### config.mk
export PLATFORM = sky130hd
export DESIGN_NAME = sseg_scan_driver
export DESIGN_NICKNAME = d
export VERILOG_FILES = /design/src/rtl/sseg_scan_driver.sv
export SDC_FILE = /design/constraint.sdc
export NUM_CORES = 1
export LEC_CHECK = 0
export ABC_AREA = 0
export BUFFER_PORTS_ARGS = -buffer_cell sky130_fd_sc_hd__buf_2
export CAP_MARGIN = 20
export CORE_MARGIN = 5
export CORE_UTILIZATION = 41
export CTS_CLUSTER_SIZE = 12
export DETAILED_ROUTE_END_ITERATION = 6
export SETUP_SLACK_MARGIN = 0.02
export SLEW_MARGIN = 10
export SYNTH_ARGS = -nofsm -noshare
export SYNTH_HDL_FRONTEND = slang
export SYNTH_SLANG_ARGS = --single-unit
export TNS_END_PERCENT = 20
### constraint.sdc
create_clock -name clk -period 3.4 [get_ports clk]
set_clock_uncertainty 0.1 [all_clocks]
set_input_delay 0.17 -clock clk [delete_from_list [all_inputs] [get_ports clk]]
set_output_delay 0.17 -clock clk [all_outputs]
set_load 0.01 [all_outputs]
### src/rtl/sseg_scan_driver.sv
// Multiplexed common-anode seven-segment scan driver.
//
// The divided scan clock (sclk_in) is treated as data: each rising edge seen on
// clk advances the digit index. The displayed value and decimal-point mask are
// captured into shadow registers only when the scan wraps back to digit 0, so a
// frame never mixes two values. All outputs are registered and active-low.
//
// Ports:
//   clk      system clock
//   rst      synchronous active-high reset
//   sclk_in  divided scan clock, sampled as data
//   en       display enable (0 turns every anode off)
//   val      hex value, nibble i drives digit i (digit 0 = LSD)
//   dp_mask  bit i lights the decimal point of digit i
//   seg      segments {g,f,e,d,c,b,a}, active-low
//   dp       decimal point, active-low
//   an       anodes, active-low, one-hot-low when enabled
module sseg_scan_driver #(
    parameter int unsigned DIGITS   = 4,
    parameter bit          BLANK_LZ = 1'b1
) (
    input  logic                clk,
    input  logic                rst,
    input  logic                sclk_in,
    input  logic                en,
    input  logic [4*DIGITS-1:0] val,
    input  logic [DIGITS-1:0]   dp_mask,
    output logic [6:0]          seg,
    output logic                dp,
    output logic [DIGITS-1:0]   an
);

    localparam int unsigned     IdxW    = (DIGITS > 1) ? $clog2(DIGITS) : 1;
    localparam logic [IdxW-1:0] LastIdx = IdxW'(DIGITS - 1);

    logic                sclk_q;
    logic [IdxW-1:0]     idx_q, idx_d;
    logic [4*DIGITS-1:0] shadow_val_q, shadow_val_d;
    logic [DIGITS-1:0]   shadow_dp_q, shadow_dp_d;

    logic                tick;
    logic                wrap;

    logic [3:0]          nib;
    logic [DIGITS-1:0]   sel;
    logic                upper_zero;
    logic                blank;
    logic [6:0]          seg_d;
    logic                dp_d;
    logic [DIGITS-1:0]   an_d;

    function automatic logic [6:0] decode(input logic [3:0] n);
        logic [6:0] s;
        unique case (n)
            4'h0: s = 7'h40;
            4'h1: s = 7'h79;
            4'h2: s = 7'h24;
            4'h3: s = 7'h30;
            4'h4: s = 7'h19;
            4'h5: s = 7'h12;
            4'h6: s = 7'h02;
            4'h7: s = 7'h78;
            4'h8: s = 7'h00;
            4'h9: s = 7'h10;
            4'hA: s = 7'h08;
            4'hB: s = 7'h03;
            4'hC: s = 7'h46;
            4'hD: s = 7'h21;
            4'hE: s = 7'h06;
            4'hF: s = 7'h0E;
            default: s = 7'h7F;
        endcase
        return s;
    endfunction

    // Rising edge of the scan clock, one clk wide regardless of high time.
    assign tick = sclk_in & ~sclk_q;
    assign wrap = tick && (idx_q == LastIdx);

    // Scan index and wrap-time capture of the displayed value.
    always_comb begin
        idx_d        = idx_q;
        shadow_val_d = shadow_val_q;
        shadow_dp_d  = shadow_dp_q;
        if (tick) begin
            idx_d = wrap ? '0 : idx_q + IdxW'(1);
        end
        if (wrap) begin
            shadow_val_d = val;
            shadow_dp_d  = dp_mask;
        end
    end

    // Output stage works from the current (pre-update) index and shadows, so
    // the display trails the index by one clk.
    always_comb begin
        nib        = 4'h0;
        sel        = '0;
        upper_zero = 1'b1;
        for (int i = 0; i < int'(DIGITS); i++) begin
            if (i == int'(idx_q)) begin
                nib    = shadow_val_q[4*i +: 4];
                sel[i] = 1'b1;
            end
            // Current digit and everything above it must be zero to blank.
            if (i >= int'(idx_q) && shadow_val_q[4*i +: 4] != 4'h0) begin
                upper_zero = 1'b0;
            end
        end
        blank = BLANK_LZ && (idx_q != '0) && upper_zero;
        seg_d = blank ? 7'h7F : decode(nib);
        dp_d  = ~|(shadow_dp_q & sel);
        an_d  = en ? ~sel : '1;
    end

    always_ff @(posedge clk) begin
        if (rst) begin
            sclk_q       <= 1'b0;
            idx_q        <= '0;
            shadow_val_q <= '0;
            shadow_dp_q  <= '0;
            seg          <= 7'h7F;
            dp           <= 1'b1;
            an           <= '1;
        end else begin
            sclk_q       <= sclk_in;
            idx_q        <= idx_d;
            shadow_val_q <= shadow_val_d;
            shadow_dp_q  <= shadow_dp_d;
            seg          <= seg_d;
            dp           <= dp_d;
            an           <= an_d;
        end
    end

endmodule

# After elaboration in Yosys (flattened, before gate mapping)
# Memory sizes are Yosys's and may differ from the RTL's. A register that Yosys moved wholly into a read port is not among the register bits.
# Cells that the tools add are included.
# word_totals
wordCells	48
romBits	112
register_bits	28
memories	1
inputBits	24
# mem_list
memory	words	word_bits	read_ports	rd_ports_with_merged_regs	wr	line_no	source
(name not given)	16	7	1	1	0	54	unique case (n)
# op_classes
n_mux	13
reduce_logical	15
bitwise	5
order_cmp	3
add_sub_neg	1
n_eq_ne	4
# op_table
op	count
$mux W4	4
$reduce_bool A4 Y1	4
$mux W1	8
$logic_and A1 B1 Y1	5
$and A4 B4 Y4	1
$eq A2 B2 Y1 const A	2
$ge A1 B2 Y1 const A	2
$not A4 Y4	1
$reduce_or A2 Y1	2
$reduce_or A4 Y1	1
$add A2 B1 Y2 const B	1
$eq A1 B2 Y1 const A	1
$eq A2 B2 Y1 const B	1
$ge A2 B2 Y1 const A	1
$logic_not A2 Y1	1
$mux W2	1
$not A1 Y1	2
$reduce_bool A2 Y1	1
$and A1 B1 Y1	1
$logic_not A1 Y1	1

# Longest topological paths before layout
# Gate-level depths: netlist of run 1.
# logic_depth
word_depth	8
depth_mapped	9
ltp_nobuf	8

# Worst setup path before layout of run 1
# No wires, ideal clock.
# synth_path
kind	reg2reg
startpoint	register idx_q[0]
endpoint	register seg[1]
arrival_ps	2174
setup_ps	79
path_slack_ps	1047
period_less_slack_ps	2353
path_stages_with_launch	10
path_cell_list	dfxtp_1 -> inv_1 -> ha_1 -> buf_2 -> nor3b_1 -> a221oi_2 -> inv_1 -> ha_1 -> mux2_2 -> o211ai_1
# synth_via
elab_chain_len	8
word_cells_on_any_way	21
classes_between	order compare (3); eq/ne (3); mux (8); reduce/logical (7)
# synth_rtl
item	line_no	source
start, declared	37	logic [IdxW-1:0] idx_q, idx_d;
start signal, assigned	127	idx_q <= idx_d;
$ge A1 B2 Y1	106	if (i >= int'(idx_q) && shadow_val_q[4*i +: 4] != 4'h0) begin
$logic_and A1 B1 Y1	106	
$mux W1 (4 in a row)	106	
$logic_and A1 B1 Y1	110	blank = BLANK_LZ && (idx_q != '0) && upper_zero;
$reduce_or A2 Y1 (no source line)	--	
end, declared	28	output logic [6:0] seg,
# Parallel ways exist; a longest one is shown, timed or not.
# A chain may end at the register's enable or synchronous reset.

# Final worst setup path of run 1
# Ends and elaborated chain as after synthesis.

==> key figures, run 1 <==
Run
  • Number of maximum-capacitance violations: 0

Timing
  • Worst slew margin: 54.0%
  • Min setup slack post-route: 786 ps
  • Fin Hold WS: 12.8 ps
  • Number of hold violations in the final report: 0
  • Share of the cycle needed by the critical path after routing: 76.9%
  • Unrepaired setup endpoints after global routing: no
  • Setup Viol. Count Final: 0
  • Number of max-slew violations in the final report: 0
  • Peak Freq: 383 MHz
  • Slew @ Worst Pin: 690 ps
  • Total Negative Setup Slacks: 0 ps
  • Shortest clock period the worst path allows after layout: 2610 ps

Worst setup path
  • Capturing instance or port of the critical path: seg[1]$_SDFF_PP1_
  • Worst Setup SP: idx_q[0]$_SDFFE_PP0P_
  • Endpoint required time on the critical path: 3510 ps
  • Crit path kind: reg2reg
  • Depth of the worst register-to-register path: 8
  • Crit end category: flip-flop
  • Reg2reg start: idx_q[0]$_SDFFE_PP0P_
  • Kind of launch point of the worst setup path: flip-flop
  • Data arrival time at the worst-slack endpoint: 2720 ps
  • Worst-case register-to-register setup slack: 790 ps
  • Destination of the worst register-to-register timing path: seg[1]$_SDFF_PP1_
  • Crit-path max FO: 17

Worst hold path
  • Hold crit path type: in2reg

Clock tree
  • Clk Latency, worst-skew pair: 280 ps
  • Deepest level of the CTS H-tree: 2
  • Buffers from clock root to sink, at most: 2
  • Number of hold buffers added after CTS: 0
  • Worst-path clk slew: 70 ps
  • Clock tree from TritonCTS: built
  • Resized cells post-CTS: 0
  • Number of buffers inserted during clock tree synthesis: 5
  • Clk sinks: 35
  • Buffer count from post-CTS setup fixing: 0
  • Root buffer selected by CTS: clkbuf_8

Layout
  • ANT cells: 0
  • Cell Count, Final, Fillers Out: 278
  • Nets@finish: 261
  • Leading cell types in the layout, fill and taps excluded: nand2_1, dfxtp_1, buf_2
  • Fraction of final layout cells with drive strength greater than 1: 22.8%
  • Growth of design area from synthesis to finish: 16.2%
  • Leading cell type in the layout, fill and taps excluded: nand2_1

Floorplan
  • Area of the placeable core: 3970 um^2
  • Site Rows: 23
  • Number of primary I/O pins: 36
  • Die boundary width: 73.7 um
  • Effective utilization at floorplan: 41.9%
  • Height of the die: 73.7 um
  • Die area: 5430 um^2

Power and ir drop
  • Power density over cell area: 430 nW/um^2
  • Lkg Pwr: 0.706 nW
  • Worst ir drop on vdd: 0.000264 V
  • PnR Total Power: 0.832 mW

Synthesis
  • Dominant synthesized flop cell: dfxtp_1
  • Top post-synthesis cells by area: dfxtp_1, nand2_1, ha_1
  • Number of enable-type register cells in the synthesized netlist: 0
  • Proportion of register bits with asynchronous set or reset after synthesis: 0%
  • Distinct cell type count of the synthesized netlist: 37
  • Syn_nets: 228
  • Post-synthesis average cell area: 8.57 um^2
  • Synth Register Bits: 35
  • Top cell type by total area after synthesis: dfxtp_1
  • Proportion of synthesized chip area in sequential cells: 42.1%
  • Fraction of synthesized cell area taken by the top area cell type: 42.1%
  • Yosys warning count: 0
  • Number of instances in the synthesized netlist: 194
  • Post-synthesis cell area: 1660 um^2

Global routing
  • Number of global-route vias before repair: 1345
  • Overall global routing resource usage: 14.2%
  • Wire length of the first global-routing pass: 5900 um
  • Initial antenna violation count: 0
  • Pin count of the biggest net entering global routing: 27
  • Grt ovf: 0

Placement
  • Hpwl dp: 2610 um
  • Port-buffer cells: 35
  • Number of cells after detailed placement: 270
  • DP Worst Slack: 789 ps
  • Routability Congestion: 0.824

Detailed routing
  • DRC violations left: 0
  • Detailed-route wire length per cell: 13.0 um
  • Post-detailed-route via-to-cell ratio: 5.09
  • Total wire length after detailed routing: 3610 um
  • First-pass iteration count of the detailed router: 5
  • Detailed-route via count: 1415
  • Initial drt markers: 54
  • Number of nets with antenna violations after detailed routing: 0

Run status
  • Status: completed
## area by class of cell
class	count	area, um^2
Timing Repair Buffer	37	190
Sequential cell	35	701
Multi-Input combinational cell	140	867
Inverter	8	30.0
Clock inverter	1	5.00
Fill cell	391	2040
Clock buffer	7	76.3
Tap cell	50	62.6
## synthesized netlist by cell type, types with 2 or more instances
cell type / n
a211oi_1: 3
a21oi_1: 24
a221oi_2: 2
a22oi_1: 2
buf_6: 3
clkbuf_1: 7
dfxtp_1: 35
ha_1: 10
inv_1: 7
mux2i_1: 4
nand2_1: 48
nand3b_1: 4
nor2_1: 10
nor2b_1: 4
nor3b_1: 4
nor4_1: 3
o221ai_1: 4
## how the worst min path moves through the flow
stage | startpoint | cells after the start | slack [ps] | endpoint
after CTS | sclk_in | 2 | 4 | sclk_q$_SDFF_PP0_
after floorplan | sclk_in | 1 | 200 | sclk_q$_SDFF_PP0_
after global placement | sclk_in | 2 | 300 | sclk_q$_SDFF_PP0_
final | sclk_in | 2 | 10 | sclk_q$_SDFF_PP0_
after global routing | val[2] | 3 | 10 | shadow_val_q[2]$_SDFFE_PP0P_
after detailed placement | val[2] | 3 | 320 | shadow_val_q[2]$_SDFFE_PP0P_
## kinds of logic after synthesis
group / count (synthesis) / synth area share [%]
muxes: 5 / 3.09
adders and majority gates: 10 / 7.52
AOI/OAI and AO/OA: 44 / 19.1
and+or+nand+nor: 81 / 22.4
buffers and inverters: 19 / 5.72
DFF: 35 / 42.1
## registers in the layout, summed over array words and instances (netlist names)
name and cells:
seg 7, dp 1, sclk_q 1, idx_q 2
shadow_val_q 16, an 4, shadow_dp_q 4
## per-stage QoR
step                      utilization [%]  instance area, um^2
after floorplan                         -                 1660
after global placement               46.6                 1850
after detailed placement             46.6                 1850
after CTS                            48.6                 1930
after global routing                 48.6                 1930
final                                48.6                 1930
## where the power goes
part	internal, mW	switching (mW)
registers	0.426	0.00595
clock network	0.144	0.139
logic	0.0520	0.0646
## critical path, cell delays in order (launching register included)
cell and delay (ps):
dfxtp_1 440, ha_1 610, a211oi_1 130, a221oi_2 280
buf_4 200, inv_1 70, ha_1 300, mux2_2 260
o211ai_1 150
## routing by layer
metal / share of wire (%) / GRT usage [%] / vias up
met5: 0 / 0 / -
met4: 1.9 / 7.24 / 0
met3: 4.1 / 3.56 / 7
met2: 47 / 23.1 / 26
met1: 47 / 17.1 / 652
li1: - / - / 730
Note: power is estimated with default switching activity, not from simulation.
==> run 2: changes to the inputs <==
- clock period: 3.4 -> 2.5 ns (I/O delays scaled with it)
==> key figures, run 2 (synthesis results as in run 1) <==
Run status
  • Status: completed (unchanged)

Clock tree
  • Number of buffers inserted during clock tree synthesis: 5 (unchanged)
  • Clock tree from TritonCTS: built (unchanged)
  • Buffers from clock root to sink, at most: 2 (unchanged)
  • Clk sinks: 35 (unchanged)
  • Deepest level of the CTS H-tree: 2 (unchanged)
  • Root buffer selected by CTS: clkbuf_8 (unchanged)
  • Clk Latency, worst-skew pair: 290 ps (was 280 ps)
  • Worst-path clk slew: 70 ps (about the same)
  • Buffer count from post-CTS setup fixing: 0 (unchanged)

Floorplan
  • Site Rows: 23 (unchanged)
  • Die boundary width: 73.7 um (unchanged)
  • Area of the placeable core: 3970 um^2 (unchanged)
  • Effective utilization at floorplan: 41.9% (unchanged)
  • Number of primary I/O pins: 36 (unchanged)
  • Height of the die: 73.7 um (unchanged)
  • Die area: 5430 um^2 (unchanged)

Timing
  • Number of max-slew violations in the final report: 0 (unchanged)
  • Worst slew margin: 58.2% (was 54.0%)
  • Shortest clock period the worst path allows after layout: 2270 ps (was 2610 ps)
  • Share of the cycle needed by the critical path after routing: 90.8% (was 76.9%)
  • Slew @ Worst Pin: 626 ps (was 690 ps)
  • Setup Viol. Count Final: 0 (unchanged)
  • Number of hold violations in the final report: 0 (unchanged)
  • Total Negative Setup Slacks: 0 ps (unchanged)
  • Unrepaired setup endpoints after global routing: no (unchanged)
  • Peak Freq: 441 MHz (was 383 MHz)

Global routing
  • Grt ovf: 0 (unchanged)
  • Pin count of the biggest net entering global routing: 27 (unchanged)
  • Overall global routing resource usage: 15.2% (was 14.2%)
  • Wire length of the first global-routing pass: 6420 um (was 5900 um)
  • Number of global-route vias before repair: 1425 (was 1345)
  • Initial antenna violation count: 0 (unchanged)

Layout
  • Number of flip-flops in the largest register: 16 (unchanged)
  • Cell Count, Final, Fillers Out: 303 (was 278)
  • Leading cell type in the layout, fill and taps excluded: nand2_1 (unchanged)
  • Fraction of final layout cells with drive strength greater than 1: 23.7% (was 22.8%)
  • ANT cells: 0 (unchanged)
  • Top reg by flops: shadow_val_q (unchanged)
  • Biggest regs: shadow_val_q (16), seg (7) (unchanged)
  • Cell area after layout: 2220 um^2 (was 1930 um^2)
  • Leading cell types in the layout, fill and taps excluded: nand2_1, dfxtp_1, buf_2 (unchanged)
  • Growth of design area from synthesis to finish: 33.3% (was 16.2%)
  • Nets@finish: 286 (was 261)

Placement
  • Routability Congestion: 0.869 (was 0.824)
  • Port-buffer cells: 35 (unchanged)
  • Placed inst area: 1880 um^2 (was 1850 um^2)
  • Hpwl dp: 2650 um (was 2610 um)
  • Number of cells after detailed placement: 274 (was 270)

Power and ir drop
  • Power density over cell area: 583 nW/um^2 (was 430 nW/um^2)
  • PnR Total Power: 1.29 mW (was 0.832 mW)
  • Lkg Pwr: 0.833 nW (was 0.706 nW)
  • Worst ir drop on vdd: 0.000371 V (was 0.000264 V)

Detailed routing
  • First-pass iteration count of the detailed router: 4 (was 5)
  • Wire length on met3: 166 um (was 147 um)
  • Total wire length after detailed routing: 3740 um (was 3610 um)
  • Initial drt markers: 35 (was 54)
  • Detailed-route via count: 1476 (was 1415)
  • Number of nets with antenna violations after detailed routing: 0 (unchanged)
  • DRC violations left: 0 (unchanged)
  • M1 WL: 1740 um (was 1680 um)
  • Detailed-route wire length per cell: 12.3 um (was 13.0 um)
  • Uppermost signal routing layer after detailed routing: met4 (unchanged)
  • DR WL met2: 1830 um (was 1710 um)
  • Post-detailed-route via-to-cell ratio: 4.87 (was 5.09)

Worst hold path
  • End point of the worst hold path: an[1]$_SDFF_PP1_ (was sclk_q$_SDFF_PP0_)
  • Worst hold path stage count: 3 (was 2)
  • Hold crit path type: in2reg (unchanged)
  • Hold path startpoint: en (was sclk_in)

Worst setup path
  • Crit end category: flip-flop (unchanged)
  • Endpoint required time on the critical path: 2600 ps (was 3510 ps)
  • Destination of the worst register-to-register timing path: seg[3]$_SDFF_PP1_ (was seg[1]$_SDFF_PP1_)
  • Reg2reg start: idx_q[0]$_SDFFE_PP0P_ (unchanged)
  • Kind of launch point of the worst setup path: flip-flop (unchanged)
  • Crit path kind: reg2reg (unchanged)
  • Data arrival time at the worst-slack endpoint: 2370 ps (was 2720 ps)
  • Crit-path max FO: 11 (was 17)
  • Depth of the worst register-to-register path: 8 (unchanged)
  • Worst-case register-to-register setup slack: 230 ps (was 790 ps)

Run
  • Number of maximum-capacitance violations: 0 (unchanged)
run 2: how the worst max path moves through the flow:
stage	startpoint	end	slack [ps]	depth (start not counted)
floorplan	idx_q[0]$_SDFFE_PP0P_	seg[1]$_SDFF_PP1_	150	9
global placement	idx_q[0]$_SDFFE_PP0P_	seg[1]$_SDFF_PP1_	240	7
detailed placement	idx_q[0]$_SDFFE_PP0P_	seg[1]$_SDFF_PP1_	200	7
CTS	idx_q[0]$_SDFFE_PP0P_	seg[1]$_SDFF_PP1_	190	7
global route	idx_q[1]$_SDFFE_PP0P_	seg[1]$_SDFF_PP1_	30	7
finish	idx_q[0]$_SDFFE_PP0P_	seg[3]$_SDFF_PP1_	230	8
run 2: worst max-delay path, stage by stage, from the launching register on:
cell and delay, ps:
dfxtp_1 430, ha_1 420, buf_4 200, a211oi_1 50, a221oi_2 260, buf_4 240, nand2_2 70, or3_1 300
o2111ai_1 110
run 2: repair_timing:
| item | CTS | global route |
|---|---|---|
| endpoints found under the setup margin | 0 | 1 |
| hold buffers | 21 | 0 |
| endpoints found under the hold margin | 21 | 0 |
| gates resized for setup | 0 | 2 |
run 2: area by class of cell:
| type | count | area (um^2) |
|---|---|---|
| clock buffers | 6 | 82.6 |
| clock inverters | 2 | 35.0 |
| fillers | 370 | 1760 |
| inverters | 8 | 30.0 |
| multi-input cells | 140 | 875 |
| flip-flops and latches | 35 | 701 |
| well taps | 50 | 62.6 |
| repair buffers | 62 | 430 |
run 2: per-stage QoR:
step / utilization [%] / hold WS [ps] / setup slack, ps
final: 55.8 / 75.1 / 231
after global routing: 55.8 / 95.5 / 25.3
after CTS: 55.6 / 67.1 / 186
after detailed placement: 47.4 / 256 / 204
after global placement: 47.4 / 247 / 242
after floorplan: - / 153 / 147
run 2: layer usage:
layer  track usage [%]  vias up
li1                  -      782
met1              19.0      667
met2              25.3       25
met3              3.83        2
met4              5.43        0
met5                 0        -
run 2: where the power goes:
| group | switching (mW) | total, mW | leakage, nW | internal [mW] |
|---|---|---|---|---|
| clock | 0.197 | 0.519 | 0.0612 | 0.322 |
| combinational | 0.0922 | 0.187 | 0.487 | 0.0952 |
| sequential | 0.00746 | 0.587 | 0.285 | 0.579 |
| total | 0.296 | 1.29 | 0.833 | 0.997 |
